--- src/rtl/pipeline_ctrl.sv ---
// -----------------------------------------------------------------------------
// pipeline_ctrl
//
// Stall/flush controller for a classic 5-stage pipeline (IF, ID, EX, MEM, WB).
//
// Responsibilities:
//   * Sequences variable-latency data-memory accesses from the MEM stage over
//     a req/ack handshake. A bounded wait raises a sticky timeout error.
//   * Freezes the front of the pipeline while memory is outstanding and
//     injects a bubble into MEM/WB.
//   * Redirects fetch and squashes the three younger stages on a branch that
//     resolves taken in MEM.
//   * Detects load-use hazards at ID. It holds PC and IF/ID for one cycle
//     and sends a bubble into ID/EX.
//   * Keeps a saturating count of stalled cycles.
//
// Parameters:
//   TIMEOUT      WAIT cycles tolerated without ack before error (1..2**CNT_W)
//   CNT_W        width of the internal wait counter
//
// Ports:
//   CLK          clock, rising edge
//   RST          asynchronous, active-high reset
//   MEM_MemRead  load in MEM stage
//   MEM_MemWrite store in MEM stage
//   MEM_Branch   branch in MEM stage
//   MEM_zero     ALU zero flag for that branch
//   EX_MemRead   instruction in EX is a load
//   EX_WriteReg  destination register of the EX instruction
//   ID_Rs/ID_Rt  source registers of the ID instruction
//   dmem_ack     data memory completes the access this cycle
//   dmem_req     data memory access request (combinational)
//   PCWrite      PC load enable
//   PCSrc        select branch target for the next PC
//   IFID_Write, IDEX_Write, EXMEM_Write   pipeline register load enables
//   IFID_Flush, IDEX_Flush, EXMEM_Flush   load a NOP/bubble instead
//   MEMWB_Bubble load a bubble (RegWrite=0) into MEM/WB
//   mem_err      sticky timeout error, cleared only by RST
//   stall_cycles saturating count of stalled cycles
// -----------------------------------------------------------------------------
module pipeline_ctrl #(
    parameter int TIMEOUT = 15,
    parameter int CNT_W   = 4
) (
    input  logic        CLK,
    input  logic        RST,
    input  logic        MEM_MemRead,
    input  logic        MEM_MemWrite,
    input  logic        MEM_Branch,
    input  logic        MEM_zero,
    input  logic        EX_MemRead,
    input  logic [4:0]  EX_WriteReg,
    input  logic [4:0]  ID_Rs,
    input  logic [4:0]  ID_Rt,
    input  logic        dmem_ack,
    output logic        dmem_req,
    output logic        PCWrite,
    output logic        PCSrc,
    output logic        IFID_Write,
    output logic        IDEX_Write,
    output logic        EXMEM_Write,
    output logic        IFID_Flush,
    output logic        IDEX_Flush,
    output logic        EXMEM_Flush,
    output logic        MEMWB_Bubble,
    output logic        mem_err,
    output logic [15:0] stall_cycles
);

    // Value of wait_cnt in the last WAIT cycle that may still be rescued by an
    // ack. With TIMEOUT == 2**CNT_W this is all-ones, so the counter never
    // wraps before the timeout decision is made.
    localparam logic [CNT_W-1:0] LAST_CNT = CNT_W'(TIMEOUT - 1);

    typedef enum logic [1:0] {
        IDLE = 2'd0,
        WAIT = 2'd1,
        ERR  = 2'd2
    } state_t;

    state_t           state;
    state_t           state_nxt;
    logic [CNT_W-1:0] wait_cnt;
    logic [CNT_W-1:0] wait_cnt_nxt;

    logic access;
    logic branch_taken;
    logic load_use;
    logic mstall;
    logic stall_event;

    assign access       = MEM_MemRead | MEM_MemWrite;
    assign branch_taken = MEM_Branch & MEM_zero;

    // Register $zero is never a real producer, so a load targeting it cannot
    // create a hazard.
    assign load_use = EX_MemRead
                    & (EX_WriteReg != 5'd0)
                    & ((EX_WriteReg == ID_Rs) | (EX_WriteReg == ID_Rt));

    // -------------------------------------------------------------------------
    // State register
    // -------------------------------------------------------------------------
    // NOTE: sequential state uses non-blocking assignments so every flop
    // samples values from before the edge, independent of block ordering.
    always_ff @(posedge CLK or posedge RST) begin
        if (RST) begin
            state    <= IDLE;
            wait_cnt <= '0;
        end else begin
            state    <= state_nxt;
            wait_cnt <= wait_cnt_nxt;
        end
    end

    // -------------------------------------------------------------------------
    // Next-state logic
    // -------------------------------------------------------------------------
    always_comb begin
        state_nxt    = state;
        wait_cnt_nxt = wait_cnt;
        case (state)
            IDLE: begin
                // A same-cycle ack completes the access without leaving IDLE.
                if (access && !dmem_ack) begin
                    state_nxt    = WAIT;
                    wait_cnt_nxt = '0;
                end
            end
            WAIT: begin
                // The ack is checked first, so an ack in the final WAIT cycle
                // wins over the timeout.
                if (dmem_ack) begin
                    state_nxt = IDLE;
                end else if (wait_cnt == LAST_CNT) begin
                    state_nxt = ERR;
                end else begin
                    wait_cnt_nxt = wait_cnt + CNT_W'(1);
                end
            end
            ERR: begin
                // Terminal: only RST leaves this state.
                state_nxt = ERR;
            end
            default: begin
                state_nxt    = IDLE;
                wait_cnt_nxt = '0;
            end
        endcase
    end

    // -------------------------------------------------------------------------
    // Output logic (combinational from state and current inputs)
    // -------------------------------------------------------------------------
    always_comb begin
        // NOTE: every output is given a default first so that no path through
        // the priority chain can leave a signal unassigned and infer a latch.
        dmem_req     = 1'b0;
        PCWrite      = 1'b1;
        PCSrc        = 1'b0;
        IFID_Write   = 1'b1;
        IDEX_Write   = 1'b1;
        EXMEM_Write  = 1'b1;
        IFID_Flush   = 1'b0;
        IDEX_Flush   = 1'b0;
        EXMEM_Flush  = 1'b0;
        MEMWB_Bubble = 1'b0;
        stall_event  = 1'b0;

        dmem_req = ((state == IDLE) && access) || (state == WAIT);
        mstall   = (dmem_req && !dmem_ack) || (state == ERR);

        if (mstall) begin
            // Memory outstanding (or dead): freeze everything upstream of
            // MEM/WB. Do not let WB retire a half-finished MEM instruction.
            PCWrite      = 1'b0;
            IFID_Write   = 1'b0;
            IDEX_Write   = 1'b0;
            EXMEM_Write  = 1'b0;
            MEMWB_Bubble = 1'b1;
            stall_event  = 1'b1;
        end else if (branch_taken) begin
            // Redirect fetch and squash IF, ID and EX. A load-use hazard at the
            // same time is moot because the load in EX is squashed here too.
            PCSrc       = 1'b1;
            IFID_Flush  = 1'b1;
            IDEX_Flush  = 1'b1;
            EXMEM_Flush = 1'b1;
        end else if (load_use) begin
            // Hold PC and IF/ID for one cycle. Send a bubble into EX so the
            // load moves on to MEM and its data can be forwarded next cycle.
            PCWrite     = 1'b0;
            IFID_Write  = 1'b0;
            IDEX_Flush  = 1'b1;
            stall_event = 1'b1;
        end
    end

    // -------------------------------------------------------------------------
    // Sticky error flag: set on entry to ERR and held until reset
    // -------------------------------------------------------------------------
    always_ff @(posedge CLK or posedge RST) begin
        if (RST) begin
            mem_err <= 1'b0;
        end else if (state_nxt == ERR) begin
            mem_err <= 1'b1;
        end
    end

    // -------------------------------------------------------------------------
    // Saturating stall-cycle counter
    // -------------------------------------------------------------------------
    always_ff @(posedge CLK or posedge RST) begin
        if (RST) begin
            stall_cycles <= 16'd0;
        end else if (stall_event && (stall_cycles != 16'hFFFF)) begin
            stall_cycles <= stall_cycles + 16'd1;
        end
    end

endmodule

--- config.mk ---
export PLATFORM = sky130hd
export DESIGN_NAME = pipeline_ctrl
export DESIGN_NICKNAME = d
export VERILOG_FILES = /design/src/rtl/pipeline_ctrl.sv
export SDC_FILE = /design/constraint.sdc
export NUM_CORES = 1
export LEC_CHECK = 0
export ABC_CLOCK_PERIOD_IN_PS = 1900
export CORE_ASPECT_RATIO = 2
export CORE_UTILIZATION = 35
export DETAILED_ROUTE_END_ITERATION = 8
export HOLD_SLACK_MARGIN = 0.15
export PLACE_DENSITY_LB_ADDON = 0.25
export SYNTH_ARGS = -nofsm -noshare
export SYNTH_HDL_FRONTEND = slang
export SYNTH_SLANG_ARGS = --single-unit
--- constraint.sdc ---
create_clock -name CLK -period 1.9 [get_ports CLK]
set_input_delay 0.285 -clock CLK [delete_from_list [all_inputs] [get_ports CLK]]
set_output_delay 0.285 -clock CLK [all_outputs]
set_load 0.01 [all_outputs]
* Word level (Yosys, flattened, before mapping)
Index checks and enable logic that the tools add are counted.
** Cells by class
- Add/sub/neg operators :: 2
- Equal/unequal tests :: 10
- Muxes and demuxes :: 20
- Bitwise operators :: 6
- Reductions and logical operators :: 10
** Operator list (number)
- $add A16 B1 Y16 const B :: 1
- $ne A16 B16 Y1 const B :: 1
- $mux W1 :: 12
- $mux W4 :: 3
- $pmux W4 S3 :: 1
- $eq A5 B5 Y1 :: 2
- $mux W2 :: 3
- $ne A2 B2 Y1 const B :: 3
- $pmux W2 S3 :: 1
- $reduce_bool A5 Y1 :: 1
- $add A4 B1 Y4 const B :: 1
- $eq A2 B2 Y1 const B :: 2
- $eq A4 B4 Y1 const B :: 1
- $logic_and A1 B1 Y1 :: 4
- $reduce_and A4 Y1 :: 1
- $and A1 B1 Y1 :: 3
- $eq A2 B1 Y1 const B :: 1
- $logic_not A2 Y1 :: 1
- $logic_or A1 B1 Y1 :: 2
- $or A1 B1 Y1 :: 2
- $logic_not A1 Y1 :: 1
- $not A1 Y1 :: 1
** Word-level totals
- Bits of input ports :: 23
- Output and inout port bits :: 27
- Logic and storage cells :: 52
- Bits in registers :: 23

* Logic depth before layout (Yosys ltp)
Gate-level depths: netlist of run 1.
- Depth in word-level cells :: 7
- Depth in mapped cells :: 8
- Depth with buffers taken out :: 8

* Worst setup path before layout of run 1
OpenSTA, ideal clock, no wires.
- Path kind :: reg2reg
- Start point :: register stall_cycles[0]
- End point :: register stall_cycles[14]
- Data required time :: 1773 ps
- Cell stages (with the launch flop) :: 9
- Path buffers :: 1
- Period minus slack after synthesis :: 1826 ps
- Setup slack :: 74 ps
- Library setup time :: 127 ps
- Arrival time :: 1700 ps
- Path through :: dfrtp_1 > ha_1 > and4_2 > nand4_1 > nand3b_2 > o21ai_4 > buf_6 > nand4_1 > xnor2_1
** On the way
- Word-level cells in the longest chain between the ends :: 2
- Elaborated cells between the ends (all ways) :: 3
- Classes of those cells :: add/sub (1); eq/ne (1); reduce/logical (1)
** Ends and longest elaborated chain
- from (decl) :: line 67 : output logic [15:0] stall_cycles
- from (signal assigned) :: line 217 : stall_cycles <= stall_cycles + 16'd1;
- branches (longest 2 deep; another with $add A16 B1 Y16)
Parallel ways; which one is timed is not known.
A chain may end at the register's enable or synchronous reset.

* Final worst setup path of run 1
- Start point :: register stall_cycles[0]
- End point :: register stall_cycles[1]
Same word-level chain as after synthesis.

==> flow_metrics.env, run 1 <==
export IMPL_crit_type="reg -> reg"
export IMPL_core_area_mm2=0.003685
export IMPL_clock_sinks=23
export IMPL_p_per_area_mw_per_mm2=765.2
export IMPL_r2r_start="stall_cycles[0]"
export IMPL_slew_headroom_pct=75.67
export IMPL_max_slew_worst_pin_slew_ns=0.3649
export IMPL_wl_um=3883
export IMPL_cts_buffers=3
export IMPL_finalNonFillerCells=266
export IMPL_die_h_um=90.40
export IMPL_nets=244
export IMPL_syn_avg_cell_area_um2=9.768
export IMPL_ys_top_cells_by_area="dfrtp_1 (42%), xnor2_1 (8.3%), xor2_1 (7.0%)"
export IMPL_grt_max_degree=24
export IMPL_finalSetupTns_ns=0
export IMPL_synthArstFlopShare_pct=100.0
export IMPL_dieArea_mm2=0.004176
export IMPL_clk_pin_slew_ns=0.08
export IMPL_cts_buffer_depth=2
export IMPL_synth_top_area_cell="dfrtp_1"
export IMPL_overflow=0
export IMPL_antenna_cells=0
export IMPL_hold_viol=0
export IMPL_synth_top_cell_area_share_pct=42.09
export IMPL_synth_edf_count=0
export IMPL_dp_hpwl_um=2958
export IMPL_syn_num_nets=166
export IMPL_period_share_pct=98.48
export IMPL_cts_root_buf="clkbuf_8"
export IMPL_cts_tree="built"
export IMPL_holdWs_ns=0.3520
export IMPL_timing_final_crit_period_ns=1.871
export IMPL_first_pass_iters=4
export IMPL_clock_skew_final_ns=0.002183
export IMPL_grt_pass1_vias=1395
export IMPL_cp_arrival_ns=2.03
export IMPL_worst_slack_ns=0.02891
export IMPL_nFillCells=316
export IMPL_hp_class="in -> async"
export IMPL_cp_max_fo=8
export IMPL_crit_path_start_kind="flip-flop"
export IMPL_ys_flop_type="dfrtp_1"
export IMPL_drive_above_1_share_pct=34.10
export IMPL_max_freq_ghz=0.5344
export IMPL_synth_seq_cells=23
export IMPL_pre_cts_slack_ns=-0.6222
export IMPL_ys_seq_area_share_pct=42.09
export IMPL_wl_per_cell_um=14.60
export IMPL_leakage_nw=1.059
export IMPL_drc=0
export IMPL_vias=1344
export IMPL_placed_cells=258
export IMPL_vdd_drop_max_uv=691.0
export IMPL_grt_pass1_wl_um=6216
export IMPL_syn_inst=140
export IMPL_drv_cap=0
export IMPL_rsz0062_at_grt="true"
export IMPL_ant_nets=0
export IMPL_groute_usage_overall_pct=19.98
export IMPL_routed_via_density=5.053
export IMPL_yosysMostFrequentCell="dfrtp_1"
export IMPL_status="complete, no violations"
export IMPL_synth_common_cells="dfrtp_1 (23), xnor2_1 (13), nand2_1 (11), xor2_1 (11)"
export IMPL_port_buffer_count=49
export IMPL_cp_startpoint="stall_cycles[0]"
export IMPL_ys_warn_count=0
export IMPL_place_congestion=0.7571
export IMPL_clk_latency_ns=0.26
export IMPL_yosysUniqueCellTypes=34
export IMPL_antenna_found_initial=0
export IMPL_cts_max_level=1
export IMPL_worst_ep_required_time_ns=2.06
export IMPL_setup_viol=0
export IMPL_end_kind="flip-flop"
export IMPL_rows=31
export IMPL_die_w_um=46.20
export IMPL_syn2layout_area_growth_pct=65.23
export IMPL_start_util_pct=37.11
export IMPL_syn_area_mm2=0.001368
export IMPL_io_pins=50
export IMPL_drt_initial_drc_count=20
export IMPL_drv_slew=0
## final cells by class
| cell class | count | area [um2] | area share [%] |
|---|---|---|---|
| tap | 49 | 61.31 | 2.713 |
| timing repair buffer | 81 | 734.5 | 32.50 |
| multi-input combinational | 105 | 828.3 | 36.66 |
| sequential | 23 | 575.6 | 25.47 |
| clock buffer | 4 | 45.04 | 1.993 |
| inverter | 4 | 15.01 | 0.6645 |
## power by group
group          leakage (nW)  switching (W)  internal (W)
sequential            0.298      0.0000810      0.000585
combinational         0.739       0.000327      0.000437
clock                0.0228       0.000150      0.000150
total                  1.06       0.000558       0.00117
## per-layer routing
metal	global-route usage, %	vias up	wire length (um)
met2	36.74	25	2334
met3	2.200	8	102
met5	0	-	0
met1	21.62	662	1355
met4	6.863	0	91
li1	-	649	-
## placed cells by master, fill, tap and decap left out, types with 2 or more instances in the layout
master	n
and4_1	3
nand3_1	4
xor2_1	11
nor3_2	3
buf_4	28
dlygate4sd2_1	4
inv_1	4
nor2_1	6
nor2_2	2
ha_1	2
and3_1	6
or3_1	2
o21ai_0	2
nand2_4	2
nor3b_2	2
clkdlybuf4s50_1	28
xnor2_2	3
xnor2_1	10
buf_2	5
nand2_1	8
o2bb2ai_1	3
clkbuf_8	3
a21oi_1	4
clkbuf_2	4
dlymetal6s2s_1	5
dfrtp_1	23
nand4_1	9
mux2_2	2
o31ai_1	2
buf_6	5
o21ai_4	2
## cell families after synthesis
family                     after synthesis  share of synthesized area, %
and+or+nand+nor                         58                         23.61
xor gates and xnor gates                24                         15.37
DFF                                     23                         42.09
AOI/OAI and AO/OA                       18                         9.607
buffers and inverters                   12                         4.940
adders and majority gates                3                         2.745
muxes                                    2                         1.647
## registers in the layout, indices dropped and copies added, names as in the netlist
| register | flops |
|---|---|
| stall_cycles | 16 |
| state | 2 |
| wait_cnt | 4 |
| mem_err | 1 |
## critical path, stage by stage (launching register included)
cell,delay (ns)
dfrtp_1,0.36
ha_2,0.19
and4_4,0.20
nand4_1,0.15
buf_4,0.18
o211ai_1,0.12
o21ai_4,0.13
buf_12,0.16
mux2_2,0.26
## metrics by stage
stage                     power (W)  instance area, um2  util [%]
after floorplan           0.0009548                1368         -
final                      0.001729                2260     61.32
after global placement     0.001324                2077     56.37
after global routing       0.001828                2260     61.32
after CTS                  0.001691                2193     59.52
after detailed placement   0.001347                2077     56.37
## what timing repair did
action / in CTS / in global routing
resized for setup: 49 / 36
setup buffers: 2 / 1
setup endpoints to repair: 25 / 25
gates cloned: 1 / 0
hold buffers: 0 / 0
pin swaps: 13 / 23
## path summary, 6_finish.rpt
path | endpoint | slack [ns] | cells past startpoint
max | stall_cycles[1] | 0.03 | 8
min | stall_cycles[0] | 0.35 | 3
max reg2reg | stall_cycles[1] | 0.03 | 8
min reg2reg | mem_err | 0.47 | 1
max in group asynchronous | stall_cycles[14] | 1.32 | 3
min in group CLK | mem_err | 0.47 | 1
No activity file was read; power rests on OpenSTA's default activity.
==> inputs of run 2 (changes only) <==
CAP_MARGIN = 20   (was not set)
SETUP_SLACK_MARGIN = 0.05   (was not set)
==> run 2 against run 1 <==
Total power rose by 1.9%. Design area rose by 2.9%. Register-to-register slack barely moved. Worst hold slack improved by 0.00083 ns. Worst setup slack barely moved. Clock power barely moved. Critical path depth did not move. Global-route usage fell by 0.077 points. Core utilization rose by 1.8 points. Sequential power barely moved. Wire length rose by 1.9%. Largest cell class unchanged. Largest power group unchanged.
==> flow_metrics.env, run 2 (same netlist as run 1, synthesis figures left out) <==
export IMPL_crit_path_start_kind="flip-flop"
export IMPL_dp_hpwl_um=2958
export IMPL_hold_buffers=0
export IMPL_syn2layout_area_growth_pct=70.08
export IMPL_largest_reg_flops=16
export IMPL_wl_per_cell_um=14.71
export IMPL_end_kind="flip-flop"
export IMPL_cp_arrival_ns=2.03
export IMPL_slew_headroom_pct=76.61
export IMPL_hold_viol=0
export IMPL_cts_max_level=1
export IMPL_final_common_cell="buf_4"
export IMPL_timing_final_crit_period_ns=1.871
export IMPL_core_area_mm2=0.003685
export IMPL_groute_usage_overall_pct=19.91
export IMPL_io_pins=50
export IMPL_worst_path_buf_inv=2
export IMPL_largest_registers="stall_cycles x16, wait_cnt x4, state x2"
export IMPL_grt_pass1_wl_um=6182
export IMPL_worst_path_largest_cell_delay_ns=0.36
export IMPL_status="complete, no violations"
export IMPL_r2r_start="stall_cycles[0]"
export IMPL_worst_slack_ns=0.02887
export IMPL_drive_above_1_share_pct=36.82
export IMPL_cts_root_buf="clkbuf_8"
export IMPL_grt_max_degree=24
export IMPL_rr_worst_depth=8
export IMPL_multi_input_area_um2=859.6
export IMPL_worst_ep_required_time_ns=2.06
export IMPL_first_pass_iters=4
export IMPL_rrSetupSlack_ns=0.03
export IMPL_overflow=0
export IMPL_cts_buffers=3
export IMPL_vias=1358
export IMPL_port_buffer_count=49
export IMPL_antenna_cells=0
export IMPL_finalSetupTns_ns=0
export IMPL_drt_initial_drc_count=15
export IMPL_wl_um=3956
export IMPL_routed_via_density=5.048
export IMPL_cp_slowest_cell="dfrtp_1"
export IMPL_max_freq_ghz=0.5344
export IMPL_rows=31
export IMPL_crit_type="reg -> reg"
export IMPL_rsz0062_at_grt="true"
export IMPL_cp_max_fo=8
export IMPL_hp_class="in -> async"
export IMPL_leakage_nw=1.104
export IMPL_utilization_pct=63.12
export IMPL_place_congestion=0.7571
export IMPL_p_per_area_mw_per_mm2=757.7
export IMPL_cts_tree="built"
export IMPL_critical_path_top_delay_family="flip-flops"
export IMPL_drc=0
export IMPL_antenna_found_initial=0
export IMPL_vdd_drop_max_uv=703.6
export IMPL_dieArea_mm2=0.004176
export IMPL_pre_cts_slack_ns=-0.6222
export IMPL_ant_nets=0
export IMPL_max_slew_worst_pin_slew_ns=0.3509
export IMPL_nets=247
export IMPL_drv_slew=0
export IMPL_start_util_pct=37.11
export IMPL_seq_area_um2=575.6
export IMPL_crit_chain="ha_2 -> and4_4 -> nand4_1 -> buf_4 -> o211ai_1 -> o21ai_4 -> buf_12 -> mux2_2"
export IMPL_nFillCells=313
export IMPL_final_cell_area_mm2=0.002326
export IMPL_top_register="stall_cycles"
export IMPL_cts_buffer_depth=2
export IMPL_timing_rr_end="stall_cycles[1]"
export IMPL_clock_sinks=23
export IMPL_clock_skew_final_ns=0.002314
export IMPL_period_share_pct=98.48
export IMPL_grt_pass1_vias=1391
export IMPL_die_w_um=46.20
export IMPL_drv_cap=0
export IMPL_die_h_um=90.40
export IMPL_final_cell_mix="buf_4 (30), clkdlybuf4s50_1 (23), dfrtp_1 (23), xor2_1 (11)"
export IMPL_setup_viol=0
export IMPL_clk_latency_ns=0.27
export IMPL_clk_pin_slew_ns=0.08
export IMPL_place_area_mm2=0.002077
## run 2: cell types whose count changed in the layout (fill, tap and decap cells not counted), sizes merged
cell	change
buf	+6
clkdlybuf4s50	-5
clkbuf	-3
dlygate4sd2	+5
## run 2: repair_timing
action                     4_1_cts  5_1_grt
gates resized for setup         68       37
cloned                           1        0
setup endpoints to repair       25       27
setup buffers                    4        2
pin swaps                       19       25
## run 2: layer usage
metal / track usage [%] / share of wire, %
met5: 0 / 0
met4: 6.863 / 2.3
met3: 2.200 / 3.1
met2: 36.50 / 60
met1: 21.62 / 35
## run 2: worst reg2reg max path, stage by stage, from the launching register on
cell and delay, ns:
dfrtp_1 0.36, ha_2 0.19, and4_4 0.21, nand4_1 0.15, buf_4 0.18, o211ai_1 0.12, o21ai_4 0.14, buf_12 0.16
mux2_2 0.26
## run 2: power by group
group	switching [W]	total (W)	internal [W]
registers	0.0000792	0.000664	0.000585
logic	0.000341	0.000796	0.000455
clock network	0.000153	0.000303	0.000150
total	0.000573	0.00176	0.00119
## run 2: stage by stage
stage	hold WS, ns	power (W)	instances
2_1_floorplan	0.2869	0.0009548	140
3_3_place_gp	0.4560	0.001324	258
3_5_place_dp	0.4550	0.001347	258
4_1_cts	0.3582	0.001691	267
5_1_grt	0.4151	0.001860	269
6_report	0.3528	0.001762	269
## run 2: worst max-delay path by stage
stage | startpoint | cells past startpoint | slack (ns) | to
floorplan | stall_cycles[0] | 8 | 0.07 | stall_cycles[14]
global placement | EX_WriteReg[2] | 6 | -0.57 | IFID_Write
detailed placement | EX_WriteReg[2] | 6 | -0.62 | IFID_Write
CTS | stall_cycles[0] | 8 | -0.002 | stall_cycles[1]
global route | stall_cycles[1] | 8 | -0.08 | stall_cycles[1]
finish | stall_cycles[0] | 8 | 0.03 | stall_cycles[1]
## run 2: final cells by class
| type | instances | share of cell area, % |
|---|---|---|
| Clock buffer | 4 | 1.937 |
| Timing Repair Buffer | 84 | 32.97 |
| Inverter | 4 | 0.7531 |
| Tap cell | 49 | 2.636 |
| Sequential cell | 23 | 24.74 |
| Multi-Input combinational cell | 105 | 36.96 |
==> inputs of run 3 (changes only) <==
ABC_CLOCK_PERIOD_IN_PS = not set   (was 1900)
==> results of run 3 <==
No change in the layout: final DEF, timing and power equal those of run 2.
